### config.mk
export PLATFORM = sky130hd
export DESIGN_NAME = keccak_pad_feeder
export DESIGN_NICKNAME = d
export VERILOG_FILES = /design/src/rtl/keccak_pkg.sv /design/src/rtl/keccak_lane_packer.sv /design/src/rtl/keccak_pad_feeder.sv
export SDC_FILE = /design/constraint.sdc
export NUM_CORES = 1
export LEC_CHECK = 0
export BUFFER_PORTS_ARGS = -buffer_cell sky130_fd_sc_hd__buf_2
export CAP_MARGIN = 25
export CELL_PAD_IN_SITES_DETAIL_PLACEMENT = 0
export CELL_PAD_IN_SITES_GLOBAL_PLACEMENT = 1
export CORE_ASPECT_RATIO = 0.7
export CORE_MARGIN = 1.5
export CORE_UTILIZATION = 42
export CTS_BUF_LIST = sky130_fd_sc_hd__clkbuf_4 sky130_fd_sc_hd__clkbuf_8
export DETAILED_ROUTE_END_ITERATION = 10
export PLACE_DENSITY_LB_ADDON = 0.1
export SETUP_SLACK_MARGIN = 0.1
export SKIP_CTS_REPAIR_TIMING = 1
export SYNTH_ARGS = -nofsm -noshare
export SYNTH_HDL_FRONTEND = slang
export SYNTH_HIERARCHICAL = 1
export SYNTH_SLANG_ARGS = --single-unit
### constraint.sdc
create_clock -name clk_i -period 3.1 [get_ports clk_i]
set_input_delay 0.155 -clock clk_i [delete_from_list [all_inputs] [get_ports clk_i]]
set_output_delay 0.155 -clock clk_i [all_outputs]
set_load 0.01 [all_outputs]
### src/rtl/keccak_pkg.sv
// keccak_pkg: shared definitions for the Keccak pad feeder.
//   cmode_e     - hash mode encoding as seen on cmode_i
//   state_e     - feeder FSM states
//   DOM_SHA3    - SHA3 domain/pad byte (DOM_SHAKE when KECCAK_PAD_SHAKE_EN is defined)
//   rate_lanes  - rate of a mode in 64-bit lanes
//   mode_legal  - whether a cmode_i value may start a message
// Optional feature: KECCAK_PAD_SHAKE_EN enables SHAKE128/SHAKE256.
package keccak_pkg;

  typedef enum logic [2:0] {
    CM_SHA3_224 = 3'd0,
    CM_SHA3_256 = 3'd1,
    CM_SHA3_384 = 3'd2,
    CM_SHA3_512 = 3'd3,
    CM_SHAKE128 = 3'd4,
    CM_SHAKE256 = 3'd5
  } cmode_e;

  typedef enum logic [1:0] {
    ST_IDLE,
    ST_ABSORB,
    ST_PAD,
    ST_DONE
  } state_e;

  localparam logic [7:0] DOM_SHA3 = 8'h06;
`ifdef KECCAK_PAD_SHAKE_EN
  localparam logic [7:0] DOM_SHAKE = 8'h1F;
`endif

  function automatic logic [6:0] rate_lanes(input cmode_e m);
    case (m)
      CM_SHA3_224: return 7'd18;
      CM_SHA3_256: return 7'd17;
      CM_SHA3_384: return 7'd13;
      CM_SHA3_512: return 7'd9;
      CM_SHAKE128: return 7'd21;
      CM_SHAKE256: return 7'd17;
      default:     return 7'd17;
    endcase
  endfunction

  function automatic logic mode_legal(input logic [2:0] m);
`ifdef KECCAK_PAD_SHAKE_EN
    return (m <= 3'd5);
`else
    return (m <= 3'd3);
`endif
  endfunction

endpackage

### src/rtl/keccak_lane_packer.sv
// keccak_lane_packer: builds one 64-bit lane from two 32-bit halves and
// optionally inserts the pad byte and the final-lane bit 63.
//   lo_i/hi_i   - lane bits 31:0 / 63:32 (byte 0 = lo_i[7:0])
//   pad_en_i    - insert domain_i at byte pad_pos_i, zero every byte above it
//   pad_pos_i   - byte index 0..7 of the pad byte
//   domain_i    - domain/pad byte value
//   msb_i       - OR a 1 into bit 63 (last lane of the final block)
//   lane_o      - packed lane
module keccak_lane_packer (
  input  logic [31:0] lo_i,
  input  logic [31:0] hi_i,
  input  logic        pad_en_i,
  input  logic [2:0]  pad_pos_i,
  input  logic [7:0]  domain_i,
  input  logic        msb_i,
  output logic [63:0] lane_o
);

  always_comb begin
    lane_o = {hi_i, lo_i};
    if (pad_en_i) begin
      for (int b = 0; b < 8; b++) begin
        if (3'(b) == pad_pos_i) begin
          lane_o[b*8 +: 8] = domain_i;
        end else if (3'(b) > pad_pos_i) begin
          lane_o[b*8 +: 8] = 8'h00;
        end
      end
    end
    // Pad byte in byte 7 merges with the final bit: 0x06 -> 0x86, 0x1F -> 0x9F.
    lane_o[63] = lane_o[63] | msb_i;
  end

endmodule

### src/rtl/keccak_pad_feeder.sv
// keccak_pad_feeder: packs 32-bit message words into 64-bit Keccak lanes and
// appends pad10*1 padding with the mode's domain byte, one lane per handshake.
//   clk_i, reset_i                 - clock, synchronous active-high reset
//   start_i, cmode_i               - begin a message in the given mode
//   in_data_i/in_valid_i/in_last_i/in_nbytes_i/in_ready_o - word input
//   dout_0_o/dout_1_o/out_valid_o/out_ready_i             - lane output
//   out_block_end_o, last_block_o, last_block_count_o     - block framing
//   busy_o, err_o                  - message active, illegal mode requested
// Optional feature: KECCAK_PAD_SHAKE_EN makes cmode 4/5 (SHAKE) legal.
//
// state     | meaning
// ST_IDLE   | waiting for start_i
// ST_ABSORB | accepting message words, two per lane
// ST_PAD    | emitting pad / zero lanes up to the end of the final block
// ST_DONE   | waiting for the final lane to be taken
module keccak_pad_feeder
  import keccak_pkg::*;
(
  input  logic        clk_i,
  input  logic        reset_i,
  input  logic        start_i,
  input  logic [2:0]  cmode_i,
  input  logic [31:0] in_data_i,
  input  logic        in_valid_i,
  input  logic        in_last_i,
  input  logic [2:0]  in_nbytes_i,
  output logic        in_ready_o,
  output logic [31:0] dout_0_o,
  output logic [31:0] dout_1_o,
  output logic        out_valid_o,
  input  logic        out_ready_i,
  output logic        out_block_end_o,
  output logic        last_block_o,
  output logic [6:0]  last_block_count_o,
  output logic        busy_o,
  output logic        err_o
);

  state_e      st_q;
  cmode_e      mode_q;
  logic        err_q;
  logic [31:0] lo_q;
  logic        lo_vld_q;
  logic [2:0]  nb_q;
  logic        pend_q;   // message filled its last lane exactly; pad byte goes in next lane
  logic        fin_q;    // last lane of the final block already loaded
  logic [6:0]  cnt_q;
  logic [63:0] out_q;
  logic        out_vld_q, out_end_q, out_lb_q;

  logic [6:0]  rate;
  logic        at_end, out_free, acc;
  logic [2:0]  nb_c;
  logic        load, fin_lane, pad_en;
  logic [2:0]  pad_pos;
  logic [31:0] pk_lo, pk_hi;
  logic [7:0]  dom;
  logic [63:0] lane;

  assign rate     = rate_lanes(mode_q);
  assign at_end   = (cnt_q == rate - 7'd1);
  assign nb_c     = (in_nbytes_i > 3'd4) ? 3'd4 : in_nbytes_i;
  assign out_free = !out_vld_q || out_ready_i;
  assign in_ready_o = (st_q == ST_ABSORB) && (!lo_vld_q || out_free);
  assign acc      = in_valid_i && in_ready_o;

`ifdef KECCAK_PAD_SHAKE_EN
  assign dom = (mode_q == CM_SHAKE128 || mode_q == CM_SHAKE256) ? DOM_SHAKE : DOM_SHA3;
`else
  assign dom = DOM_SHA3;
`endif

  // A last word arriving into an empty low half is parked in lo_q and
  // padded from PAD, so the input side never has to wait on the output.
  always_comb begin
    load     = 1'b0;
    fin_lane = 1'b0;
    pad_en   = 1'b0;
    pad_pos  = 3'd0;
    pk_lo    = lo_q;
    pk_hi    = in_data_i;
    case (st_q)
      ST_ABSORB: begin
        if (acc && lo_vld_q) begin
          load = 1'b1;
          if (in_last_i) begin
            if (nb_c != 3'd4) begin
              pad_en   = 1'b1;
              pad_pos  = {1'b1, nb_c[1:0]};
              fin_lane = 1'b1;
            end else begin
              // Full lane: the block is final unless this lane closes it.
              fin_lane = !at_end;
            end
          end
        end
      end
      ST_PAD: begin
        if (out_free && !fin_q) begin
          load     = 1'b1;
          fin_lane = 1'b1;
          pk_lo    = lo_vld_q ? lo_q : 32'h0;
          pk_hi    = 32'h0;
          pad_en   = lo_vld_q || pend_q;
          pad_pos  = lo_vld_q ? nb_q : 3'd0;
        end
      end
      default: ;
    endcase
  end

  keccak_lane_packer u_packer (
    .lo_i      (pk_lo),
    .hi_i      (pk_hi),
    .pad_en_i  (pad_en),
    .pad_pos_i (pad_pos),
    .domain_i  (dom),
    .msb_i     (fin_lane && at_end),
    .lane_o    (lane)
  );

  always_ff @(posedge clk_i) begin
    if (reset_i) begin
      st_q      <= ST_IDLE;
      mode_q    <= CM_SHA3_256;
      err_q     <= 1'b0;
      lo_q      <= '0;
      lo_vld_q  <= 1'b0;
      nb_q      <= '0;
      pend_q    <= 1'b0;
      fin_q     <= 1'b0;
      cnt_q     <= '0;
      out_q     <= '0;
      out_vld_q <= 1'b0;
      out_end_q <= 1'b0;
      out_lb_q  <= 1'b0;
    end else begin
      if (load) begin
        out_q     <= lane;
        out_vld_q <= 1'b1;
        out_end_q <= at_end;
        out_lb_q  <= fin_lane;
        cnt_q     <= at_end ? 7'd0 : cnt_q + 7'd1;
        if (fin_lane && at_end) fin_q <= 1'b1;
      end else if (out_ready_i) begin
        out_vld_q <= 1'b0;
      end

      case (st_q)
        ST_IDLE: begin
          if (start_i) begin
            if (mode_legal(cmode_i)) begin
              mode_q   <= cmode_e'(cmode_i);
              err_q    <= 1'b0;
              st_q     <= ST_ABSORB;
              cnt_q    <= '0;
              lo_vld_q <= 1'b0;
              pend_q   <= 1'b0;
              fin_q    <= 1'b0;
            end else begin
              err_q <= 1'b1;
            end
          end
        end
        ST_ABSORB: begin
          if (acc) begin
            if (!lo_vld_q) begin
              lo_q     <= in_data_i;
              lo_vld_q <= 1'b1;
              nb_q     <= nb_c;
            end else begin
              lo_vld_q <= 1'b0;
              pend_q   <= in_last_i && (nb_c == 3'd4);
            end
            if (in_last_i) st_q <= ST_PAD;
          end
        end
        ST_PAD: begin
          if (load) begin
            lo_vld_q <= 1'b0;
            pend_q   <= 1'b0;
          end
          if (fin_q || (load && at_end)) st_q <= ST_DONE;
        end
        ST_DONE: begin
          if (out_free) st_q <= ST_IDLE;
        end
        default: st_q <= ST_IDLE;
      endcase
    end
  end

  assign dout_0_o           = out_q[31:0];
  assign dout_1_o           = out_q[63:32];
  assign out_valid_o        = out_vld_q;
  assign out_block_end_o    = out_end_q;
  assign last_block_o       = out_lb_q;
  assign last_block_count_o = rate;
  assign busy_o             = (st_q != ST_IDLE);
  assign err_o              = err_q;

endmodule

==> impl_metrics.env <==
export IMPL_status="finished, violations left"
export IMPL_violations="hold timing"
export IMPL_via_per_inst=5.00
export IMPL_peakVddDrop_mv=0.266
export IMPL_crit_path_start="st_q[1]"
export IMPL_io_buffers=118
export IMPL_place_congestion=0.835
export IMPL_tritoncts_num_buffers=17
export IMPL_drive_gt1_share_pct=20.2
export IMPL_critPathMaxFanout=15
export IMPL_yosys_warnings=6
export IMPL_crit_type="reg -> reg"
export IMPL_ios=121
export IMPL_ys_types=61
export IMPL_r2r_slack_ps=270
export IMPL_htree_levels=4
export IMPL_avgSynthCellArea_um2=7.50
export IMPL_setup_ws_ps=274
export IMPL_grt_pass1_wl_um=28500
export IMPL_dr_first_iter_drc_count=421
export IMPL_hp_start="cmode_i[0]"
export IMPL_ys_seq_area_share_pct=37.6
export IMPL_synth_edff_count=0
export IMPL_reg2reg_from="st_q[1]"
export IMPL_rr_worst_depth=12
export IMPL_setup_viol=0
export IMPL_clock_sink_count=118
export IMPL_ys_ff_latch=118
export IMPL_postRouteWirelength_um=18400
export IMPL_hpwl_um=12800
export IMPL_grt_pass1_vias=5260
export IMPL_vias=6086
export IMPL_wl_per_cell_um=15.1
export IMPL_min_path_type="in -> reg"
export IMPL_netlist_instances=838
export IMPL_min_period_ps=2830
export IMPL_relSlewSlack_pct=46.9
export IMPL_total_power_mw=4.39
export IMPL_fp_dieH_um=105
export IMPL_grt_antenna_before_repair=0
export IMPL_fin_crit_sh_pct=91.2
export IMPL_start_kind="flop"
export IMPL_worst_pin_slew_ps=797
export IMPL_cp_end_kind="flop"
export IMPL_layout_commonest_cell="nand2_1"
export IMPL_worst_hold_path_endpoint="mode_q[0]"
export IMPL_whs_path_depth=3
export IMPL_final_cell_mix="nand2_1, dfxtp_1, buf_2"
export IMPL_gr_total_overflow=0
export IMPL_r2r_end="out_q[50]"
export IMPL_p_per_area_nw_per_um2=560
export IMPL_syn2layout_area_growth_pct=24.9
export IMPL_root_buffer="clkbuf_8"
export IMPL_leakage_nw=3.37
export IMPL_ctsLongestPathBuffers=2
export IMPL_grt_max_degree=77
export IMPL_synth_area_um2=6280
export IMPL_crit_arrival_ps=3140
export IMPL_fin_util_pct=53.5
export IMPL_synth_ff_type="dfxtp_1"
export IMPL_rsz0062_at_grt="false"
export IMPL_required_ps=3410
export IMPL_hold_viol=2
export IMPL_path_clk_slew_ps=70
export IMPL_fin_skew_ps=10.0
export IMPL_clk_latency_ps=440
export IMPL_multi_input_area_um2=3650
export IMPL_fmax_mhz=354
export IMPL_placementRows=37
export IMPL_die_width_um=149
export IMPL_grt_use_total_pct=23.5
export IMPL_tns_ps=0
export IMPL_fin_hold_ws_ps=-30.9
export IMPL_maxCapViolCount=0
export IMPL_dieArea_um2=15700
export IMPL_nets=1063
export IMPL_drc=0
export IMPL_first_pass_iters=5
export IMPL_initial_utilization_pct=42.8
export IMPL_synthArstFlopShare_pct=0
export IMPL_diodes=0
export IMPL_seq_area_um2=2360
export IMPL_finalMaxSlewViolations=0
export IMPL_n_fill_cell=1462
export IMPL_core_um2=14700
export IMPL_drtAntennaViolNets=0
export IMPL_cts_tree="yes"
export IMPL_place_ws_ps=224
==> power breakdown <==
group,internal [mW],switching [mW]
clock,0.735,0.627
sequential,1.64,0.0740
combinational,0.521,0.801
total,2.89,1.50
==> per-stage QoR <==
stage	cell area, µm²	instances
global placement	7200	1160
global route	7850	1217
floorplan	6500	895
detailed placement	7200	1160
CTS	7570	1190
finish	7850	1217
==> metal layers <==
layer	GRT usage, %	routed length, µm	vias up
met2	31.2	7410	176
met3	5.32	1020	12
met1	36.6	9850	2810
li1	-	-	3088
met4	7.28	148	0
met5	0	0	-
==> synthesized netlist by cell type (2+ instances only) <==
cell | n | area [µm²]
a211oi_1 | 3 | 22.5
a21oi_1 | 106 | 531
a221o_1 | 8 | 80.1
a22o_1 | 17 | 149
a31oi_1 | 3 | 18.8
a32oi_1 | 2 | 17.5
and2_1 | 32 | 200
and2b_2 | 2 | 17.5
and3_1 | 11 | 68.8
and3_2 | 2 | 15.0
and4b_1 | 2 | 20.0
buf_2 | 21 | 105
buf_4 | 3 | 22.5
buf_6 | 2 | 22.5
clkbuf_1 | 42 | 158
conb_1 | 2 | 7.51
dfxtp_1 | 118 | 2360
ha_1 | 8 | 100
inv_1 | 50 | 188
mux2_2 | 8 | 90.1
mux2i_1 | 12 | 120
nand2_1 | 225 | 845
nand2b_1 | 8 | 50.1
nand3_1 | 7 | 35.0
nand3b_1 | 3 | 22.5
nand4_1 | 10 | 62.6
nand4b_1 | 2 | 17.5
nor2_1 | 15 | 56.3
nor2_2 | 2 | 12.5
nor2b_1 | 39 | 244
nor3_1 | 2 | 10.0
o211a_1 | 2 | 20.0
o211ai_1 | 8 | 60.1
o21ai_0 | 5 | 25.0
o221ai_1 | 16 | 140
o22ai_1 | 7 | 43.8
or2_2 | 2 | 12.5
or4_1 | 2 | 15.0
xnor2_1 | 4 | 35.0
xor2_1 | 4 | 35.0
==> logic make-up (layout without fill, tap and decap cells) <==
group           Yosys count  in the layout  share of synthesized area, %
other cells               2             59                         0.120
mux                      20             20                          3.35
buf+inv                 119            246                          8.10
flops                   118            118                          37.6
compound gates          186            186                          19.0
simple gates            377            377                          29.1
xor+xnor                  8              8                          1.11
fa+ha+maj                 8              8                          1.59
==> layout make-up <==
type                       instances  area share (%)
timing repair buffer             166            13.2
multi-input combinational        658            46.5
clock buffer                      20            3.35
inverter                          50            2.39
clock inverter                    10            1.37
sequential                       118            30.1
tap                              195            3.11
==> sequential cells by signal (all words and copies together), names as in the netlist <==
register and cells:
cnt_q 7, lo_q 32, last_block_o 1, err_o 1
mode_q 3, out_q 64, out_valid_o 1, pend_q 1
lo_vld_q 1, fin_q 1, nb_q 3, out_block_end_o 1
st_q 2
==> worst max-delay path, cell delays in order (launching register included) <==
cell and delay [ps]:
dfxtp_1 360, inv_1 110, ha_2 260, and3_2 220, nand3_1 120, nor2_1 230
a32oi_1 100, nor2b_2 450, buf_4 300, nand4b_2 250, o221ai_1 160, nand2_1 80
a21oi_1 60
==> how the worst max path moves through the flow <==
stage | to | slack, ps | cells past startpoint
detailed placement | out_q[41] | 220 | 11
finish | out_q[50] | 270 | 12
CTS | out_q[26] | 190 | 11
floorplan | out_q[10] | 450 | 14
global route | out_q[34] | 90 | 12
global placement | out_q[26] | 390 | 12
(Power assumes the default switching activity.)
